<file path="src/rtl/atto_pkg.sv">
// Shared opcode encoding, widths and address map for the atto SoC.
// Instruction word layout is {opcode[3:0], operand[7:0]}.
package atto_pkg;
    localparam int INSTR_W = 12;
    localparam int DATA_W  = 8;

    localparam logic [7:0] LED_ADDR = 8'hFF;

    localparam logic [3:0] OP_NOP  = 4'h0;
    localparam logic [3:0] OP_LDI  = 4'h1;
    localparam logic [3:0] OP_ADDI = 4'h2;
    localparam logic [3:0] OP_LD   = 4'h3;
    localparam logic [3:0] OP_ST   = 4'h4;
    localparam logic [3:0] OP_JMP  = 4'h5;
    localparam logic [3:0] OP_JNZ  = 4'h6;

    function automatic logic [INSTR_W-1:0] mk_instr(input logic [3:0] op, input logic [7:0] k);
        return {op, k};
    endfunction
endpackage

</file>
<file path="src/rtl/atto_cpu.sv">
// 8-bit accumulator CPU: one instruction retires per clock, no pipeline, no stalls.
// Memory is accessed combinationally through o_addr/i_rdata; stores commit on the next edge.
module atto_cpu
    import atto_pkg::*;
(
    input  logic               clk,
    input  logic               i_rst,
    input  logic [INSTR_W-1:0] i_instr,
    input  logic [DATA_W-1:0]  i_rdata,
    output logic [7:0]         o_pc,
    output logic [7:0]         o_addr,
    output logic [DATA_W-1:0]  o_wdata,
    output logic               o_we
);
    logic [7:0]        r_pc;
    logic [DATA_W-1:0] r_acc;
    logic              r_z;

    logic [3:0]        w_op;
    logic [7:0]        w_k;
    logic [DATA_W-1:0] w_sum;

    assign w_op  = i_instr[INSTR_W-1:8];
    assign w_k   = i_instr[7:0];
    assign w_sum = r_acc + w_k;

    always_ff @(posedge clk) begin
        if (i_rst) begin
            r_pc  <= 8'h00;
            r_acc <= '0;
            r_z   <= 1'b0;
        end else begin
            r_pc <= r_pc + 8'd1;
            case (w_op)
                OP_LDI: begin
                    r_acc <= w_k;
                    r_z   <= (w_k == 8'h00);
                end
                OP_ADDI: begin
                    r_acc <= w_sum;
                    r_z   <= (w_sum == 8'h00);
                end
                OP_LD: begin
                    r_acc <= i_rdata;
                    r_z   <= (i_rdata == 8'h00);
                end
                OP_JMP: r_pc <= w_k;
                OP_JNZ: if (!r_z) r_pc <= w_k;
                default: ;
            endcase
        end
    end

    // Stores are suppressed while in reset so reset dominates memory too.
    assign o_pc    = r_pc;
    assign o_addr  = w_k;
    assign o_wdata = r_acc;
    assign o_we    = (w_op == OP_ST) && !i_rst;
endmodule

</file>
<file path="src/rtl/atto_soc.sv">
// Demo SoC: CPU + fixed counter firmware ROM + 255-byte RAM + LED register at 0xFF.
// LED updates once per 6 + 2*DELAY cycles; free-running, no flow control.
module atto_soc
    import atto_pkg::*;
#(
    parameter int DELAY = 250
) (
    input  logic       clk,
    input  logic       reset,
    output logic [7:0] led
);
    localparam logic [7:0] DELAY_K = DELAY[7:0];

    logic [DATA_W-1:0] r_ram [0:254];
    logic [7:0]        r_led;

    logic [7:0]         w_pc;
    logic [7:0]         w_addr;
    logic [DATA_W-1:0]  w_wdata;
    logic [DATA_W-1:0]  w_rdata;
    logic               w_we;
    logic [INSTR_W-1:0] w_instr;

    function automatic logic [INSTR_W-1:0] rom(input logic [7:0] a);
        case (a)
            8'd0:    rom = mk_instr(OP_LDI,  8'h00);
            8'd1:    rom = mk_instr(OP_ST,   8'h00);
            8'd2:    rom = mk_instr(OP_LD,   8'h00);
            8'd3:    rom = mk_instr(OP_ADDI, 8'h01);
            8'd4:    rom = mk_instr(OP_ST,   8'h00);
            8'd5:    rom = mk_instr(OP_ST,   LED_ADDR);
            8'd6:    rom = mk_instr(OP_LDI,  DELAY_K);
            8'd7:    rom = mk_instr(OP_ADDI, 8'hFF);
            8'd8:    rom = mk_instr(OP_JNZ,  8'h07);
            8'd9:    rom = mk_instr(OP_JMP,  8'h02);
            default: rom = mk_instr(OP_NOP,  8'h00);
        endcase
    endfunction

    assign w_instr = rom(w_pc);

    atto_cpu u_cpu (
        .clk     (clk),
        .i_rst   (reset),
        .i_instr (w_instr),
        .i_rdata (w_rdata),
        .o_pc    (w_pc),
        .o_addr  (w_addr),
        .o_wdata (w_wdata),
        .o_we    (w_we)
    );

    // 0xFF has no RAM cell behind it; the LED register shadows it.
    assign w_rdata = (w_addr == LED_ADDR) ? r_led : r_ram[w_addr];

    always_ff @(posedge clk) begin
        if (w_we && (w_addr != LED_ADDR)) r_ram[w_addr] <= w_wdata;
    end

    always_ff @(posedge clk) begin
        if (reset)                              r_led <= 8'h00;
        else if (w_we && (w_addr == LED_ADDR)) r_led <= w_wdata;
    end

    assign led = r_led;
endmodule

</file>
<file path="config.mk">
export PLATFORM = sky130hd
export DESIGN_NAME = atto_soc
export DESIGN_NICKNAME = d
export VERILOG_FILES = /design/src/rtl/atto_pkg.sv /design/src/rtl/atto_cpu.sv /design/src/rtl/atto_soc.sv
export SDC_FILE = /design/constraint.sdc
export NUM_CORES = 1
export LEC_CHECK = 0
export CAP_MARGIN = 5
export CORE_MARGIN = 2
export CORE_UTILIZATION = 50
export DETAILED_ROUTE_END_ITERATION = 7
export PLACE_DENSITY_LB_ADDON = 0.05
export RECOVER_POWER = 50
export SLEW_MARGIN = 20
export SYNTH_ARGS = -nofsm -noshare
export SYNTH_HDL_FRONTEND = slang
export SYNTH_SLANG_ARGS = --single-unit
</file>
<file path="constraint.sdc">
create_clock -name clk -period 3.5 [get_ports clk]
set_input_delay 0.35 -clock clk [delete_from_list [all_inputs] [get_ports clk]]
set_output_delay 0.35 -clock clk [all_outputs]
set_load 0.005 [all_outputs]
</file>
# == Word level (Yosys, flattened, before mapping) ==
# Memories as Yosys holds them, arrays and structs flattened. A register that Yosys moved wholly into a read port is not among the register bits.
# Cells that the tools add are included.
# op_classes
n_addsub,2
eq_ne,8
muxes,9
reduce_logical,9
# ops
operator,count
zero test 8 bit,3
case mux 8 bit (3 select lines),1
2-to-1 mux 8 bit,2
case mux 8 bit (2 select lines),1
== test 4 x 3 -> 1 bit (second input constant),3
2-to-1 mux 12 bit,1
adder 8 x 1 -> 8 bit (second input constant),1
adder 8 bit,1
== test 4 x 2 -> 1 bit (second input constant),2
== test 8 bit (second input constant),1
!= test 8 bit (second input constant),1
== test 4 x 1 -> 1 bit (second input constant),1
zero test 4 bit,1
2-to-1 mux 4 bit,1
logical AND 1 bit,3
case mux 1 bit (3 select lines),1
nonzero test 3 bit,1
2-to-1 mux 1 bit,2
zero test 1 bit,1
# word_totals
register_bits,25
ramBits,2040
rom_bits,176
inputBits,2
elab_cells,34
memories,2
# mem_list
name,words,width,read_ports,rd_clocked_by_memory_dff,write_ports,line,rtl
r_ram,255,8,1,0,1,atto_soc.sv:14,logic [DATA_W-1:0] r_ram [0:254];
(name not given),16,11,1,1,0,atto_soc.sv:25,case (a)

# == Logic depth before layout (Yosys ltp) ==
# logic_depth
word_depth,7
ltp_mapped,13
depth_no_buf,12

# == Cells and area by module ==
# From an unflattened synthesis, not the netlist that was laid out.
# unflattened
cells_unflattened,3915
area_unflattened_um2,80633.6
# by_module_without_submodules
module,instances,cells_each,area_per_inst_um2
atto_soc,1,3748,79283.5
atto_cpu,1,167,1350.0

# == Worst setup path before layout ==
# OpenSTA, ideal clock, no wires.
# synth_path
path_type,register -> register
from,"reg u_cpu.r_pc[5], in the netlist u_cpu.o_pc[5]"
to,"reg u_cpu.r_acc[7], in the netlist u_cpu.o_wdata[7]"
setup_time_ps,117
arrival_ps,2672
path_slack_ps,712
path_stages_with_launch,14
path_buffers,1
period_less_slack_ps,2788
cell_sequence,dfxtp_1 > nor4_1 > buf_2 > nand2_2 > inv_1 > ha_1 > and2_1 > maj3_1 > a221oi_2 > o21bai_1 > a32o_1 > xnor2_1 > o21ai_0 > a22o_1
# synth_via
elab_chain_len,5
elab_cells_between_ends,11
cone_classes,add/sub (1); eq/ne (4); mux (3); reduce/logical (2); memory (1)
# synth_rtl
item,line,rtl
"start, declared",atto_cpu.sv:15,logic [7:0] r_pc;
"start signal, assigned",atto_cpu.sv:33,r_pc <= r_pc + 8'd1;
"start signal, assigned",atto_cpu.sv:47,OP_JMP: r_pc <= w_k;
"start signal, assigned",atto_cpu.sv:48,OP_JNZ: if (!r_z) r_pc <= w_k;
zero test 4 bit *,atto_soc.sv:25,
2-to-1 mux 12 bit *,atto_soc.sv:25,
memory (255 x 8 bit) / == test 8 bit (equally long branches),-,
2-to-1 mux 8 bit,atto_soc.sv:54,assign w_rdata = (w_addr == LED_ADDR) ? r_led : r_ram[w_addr];
case mux 8 bit (3 select lines),atto_cpu.sv:34,case (w_op)
"end signal, assigned",atto_cpu.sv:36,r_acc <= w_k;
"end signal, assigned",atto_cpu.sv:40,r_acc <= w_sum;
"end signal, assigned",atto_cpu.sv:44,r_acc <= i_rdata;
"end, declared",atto_cpu.sv:16,logic [DATA_W-1:0] r_acc;
# Every way passes the cells marked *; elsewhere a longest branch is shown, timed or not.
# A chain may end at the register's enable or synchronous reset.

# == Final worst setup path ==
# layout_path
from,"reg u_cpu.r_pc[4], in the netlist u_cpu.o_pc[4]"
to,"reg u_cpu.r_acc[7], in the netlist u_cpu.o_wdata[7]"
# Same word-level chain as after synthesis.

==> flow_metrics.env <==
export IMPL_status="completed"
export IMPL_vias=4638
export IMPL_die_area_sq_um=14500
export IMPL_synth_common_cells="edfxtp_1 (120), nor2_1 (61), a21oi_1 (34)"
export IMPL_core_area_sq_um=13200
export IMPL_yosysTopAreaCell="edfxtp_1"
export IMPL_syn_area_sq_um=6780
export IMPL_grt_setup_unrepaired="no"
export IMPL_chipHeight_um=120
export IMPL_dp_hpwl_um=11500
export IMPL_leakage_nw=2.59
export IMPL_drc=0
export IMPL_worstPathMaxFanout=8
export IMPL_wl_um=17000
export IMPL_setup_violations=0
export IMPL_ys_seq_area_share_pct=62.6
export IMPL_cts_tree="yes"
export IMPL_required_ps=3820
export IMPL_cp_start_kind="register"
export IMPL_cp_arrival_ps=3490
export IMPL_yosysMostFrequentCell="edfxtp_1"
export IMPL_cts_clk_slew_worst_paths_ps=60
export IMPL_gr_total_overflow=0
export IMPL_crit_type="register to register"
export IMPL_cts_sinks=152
export IMPL_hold_class="register to register"
export IMPL_mappedNetlistNets=559
export IMPL_netlist_top_cells_area="edfxtp_1 (53%), dfxtp_1 (9.5%), mux2i_1 (4.6%), nor2_1 (3.4%), a21oi_1 (2.5%)"
export IMPL_slew_headroom_pct=15.8
export IMPL_worst_slew_pin_transition_ps=1260
export IMPL_grtUsageTotal_pct=25.1
export IMPL_grt_max_degree=36
export IMPL_vias_per_cell=6.04
export IMPL_place_congestion=0.923
export IMPL_antennaDiodeCount=0
export IMPL_ys_warn_count=0
export IMPL_ys_flop_type="edfxtp_1"
export IMPL_initial_core_util_pct=51.2
export IMPL_clockRootBuffer="clkbuf_16"
export IMPL_drv_cap=0
export IMPL_multi_input_area_sq_um=2330
export IMPL_drive_gt1_share_pct=11.8
export IMPL_antenna_left=0
export IMPL_total_power_mw=6.33
export IMPL_finalHoldViolCount=0
export IMPL_min_period_over_period_pct=90.4
export IMPL_worstSetupEndpointType="register"
export IMPL_clk_latency_ps=430
export IMPL_area_growth_pct=13.9
export IMPL_ios=10
export IMPL_synth_edff_count=120
export IMPL_synth_area_per_cell_sq_um=12.3
export IMPL_min_period_ps=3160
export IMPL_port_buffers=9
export IMPL_powerDensity_nw_per_um2=820
export IMPL_firstDrtPassIters=5
export IMPL_async_flop_share_pct=0
export IMPL_setup_tns_ps=0
export IMPL_fillers=1149
export IMPL_drt_wirelength_per_cell_um=22.1
export IMPL_die_x_um=120
export IMPL_cts_setup_buffers=0
export IMPL_antenna_found_initial=0
export IMPL_synth_top_area_share_pct=53.2
export IMPL_ys_seq_elements=152
export IMPL_cts_buffers=17
export IMPL_cts_resized=0
export IMPL_register_area_sq_um=4250
export IMPL_cts_hold_buffers=0
export IMPL_first_global_vias=4555
export IMPL_drv_slew=0
export IMPL_drt_iter0_drc=479
export IMPL_ir_drop_mv=0.470
export IMPL_syn_inst=553
export IMPL_cts_buffer_depth=2
export IMPL_grt_first_pass_wirelength_um=26600
export IMPL_htreeDepth=4
export IMPL_skew_ps=10.2
export IMPL_fmax_ghz=0.316
export IMPL_ys_types=72
export IMPL_nets=586
export IMPL_num_rows=42
routing by layer:
metal  vias up  wire, um  global-route usage (%)
met2       165      8090                    39.5
met1      2276      7660                    34.9
li1       2170         -                       -
met3        27       906                    5.00
met4         0       345                    8.58
met5         -         0                       0
stage by stage:
step | instance area (sq um) | setup slack [ps] | util, % | cells | hold WS [ps]
after global routing | 7720 | 49.5 | 58.3 | 768 | 572
after CTS | 7760 | 382 | 58.6 | 768 | 560
final | 7720 | 337 | 58.3 | 768 | 560
after floorplan | 6780 | 712 | - | 553 | 453
after detailed placement | 7200 | 419 | 54.3 | 737 | 546
after global placement | 7200 | 525 | 54.3 | 737 | 553
report_power, final:
part / internal [mW] / leakage (nW) / switching (mW)
registers: 2.20 / 1.37 / 0.212
clock network: 1.04 / 0.274 / 0.702
logic: 0.737 / 0.949 / 1.44
total: 3.98 / 2.59 / 2.35
final timing paths:
| path | start | to | slack [ps] | cells past startpoint |
|---|---|---|---|---|
| max | u_cpu.o_pc[4]$_SDFF_PP0_ | u_cpu.o_wdata[7]$_SDFFE_PP0P_ | 340 | 13 |
| min | led[5]$_SDFFE_PP0P_ | led[5]$_SDFFE_PP0P_ | 560 | 2 |
| max reg2reg | u_cpu.o_pc[4]$_SDFF_PP0_ | u_cpu.o_wdata[7]$_SDFFE_PP0P_ | 340 | 13 |
| min reg2reg | led[5]$_SDFFE_PP0P_ | led[5]$_SDFFE_PP0P_ | 560 | 2 |
cells in the final DEF (no fill, tap or decap), types with 4 or more instances in the layout:
cell type / count
xnor2_1: 9
clkbuf_16: 17
a2bb2oi_1: 8
o221ai_1: 11
mux2i_1: 31
a21oi_1: 34
and2_1: 6
o22ai_1: 4
nor2_1: 61
o21bai_1: 4
dfxtp_1: 30
inv_1: 10
nor4_1: 4
buf_4: 26
edfxtp_1: 120
o311ai_0: 4
nor3_1: 12
dlygate4sd3_1: 8
o211ai_1: 9
nand2_1: 31
a31oi_1: 4
ha_1: 4
a211oi_1: 4
nand3_1: 15
o21ai_0: 22
clkbuf_1: 10
a21o_1: 5
xor2_1: 5
nor3b_1: 5
logic make-up (layout without fill, tap and decap cells):
family	Yosys count	after routing	synth area share (%)
and+or+nand+nor	161	161	11.6
adders and majority gates	5	5	0.886
AOI/OAI and AO/OA	141	141	14.8
DFF	152	152	62.6
muxes	34	34	5.41
xor gates and xnor gates	14	14	1.81
buffers and inverters	46	85	2.86
worst max-delay path, stage by stage, from the launching register on:
cell and delay [ps]:
dfxtp_1 420, nor4_1 80, buf_4 160, nand2_2 160
inv_1 90, ha_1 220, and2_1 150, maj3_1 370
a221oi_2 480, o21bai_1 150, a32o_1 290, xnor2_1 180
o21ai_0 110, a22o_1 190
registers in the layout (all words and copies together) (netlist names), named ones only:
name	cells
u_cpu.o_wdata	8
u_cpu.o_pc	8
u_cpu.r_z	1
r_ram	120
led	8
layout make-up:
class	instances	area share [%]
Sequential cell	152	55.0
Tap cell	176	2.85
Clock inverter	12	1.65
Inverter	11	0.535
Multi-Input combinational cell	355	30.2
Timing Repair Buffer	43	4.09
Clock buffer	19	5.61
No activity file was read; power rests on OpenSTA's default activity.
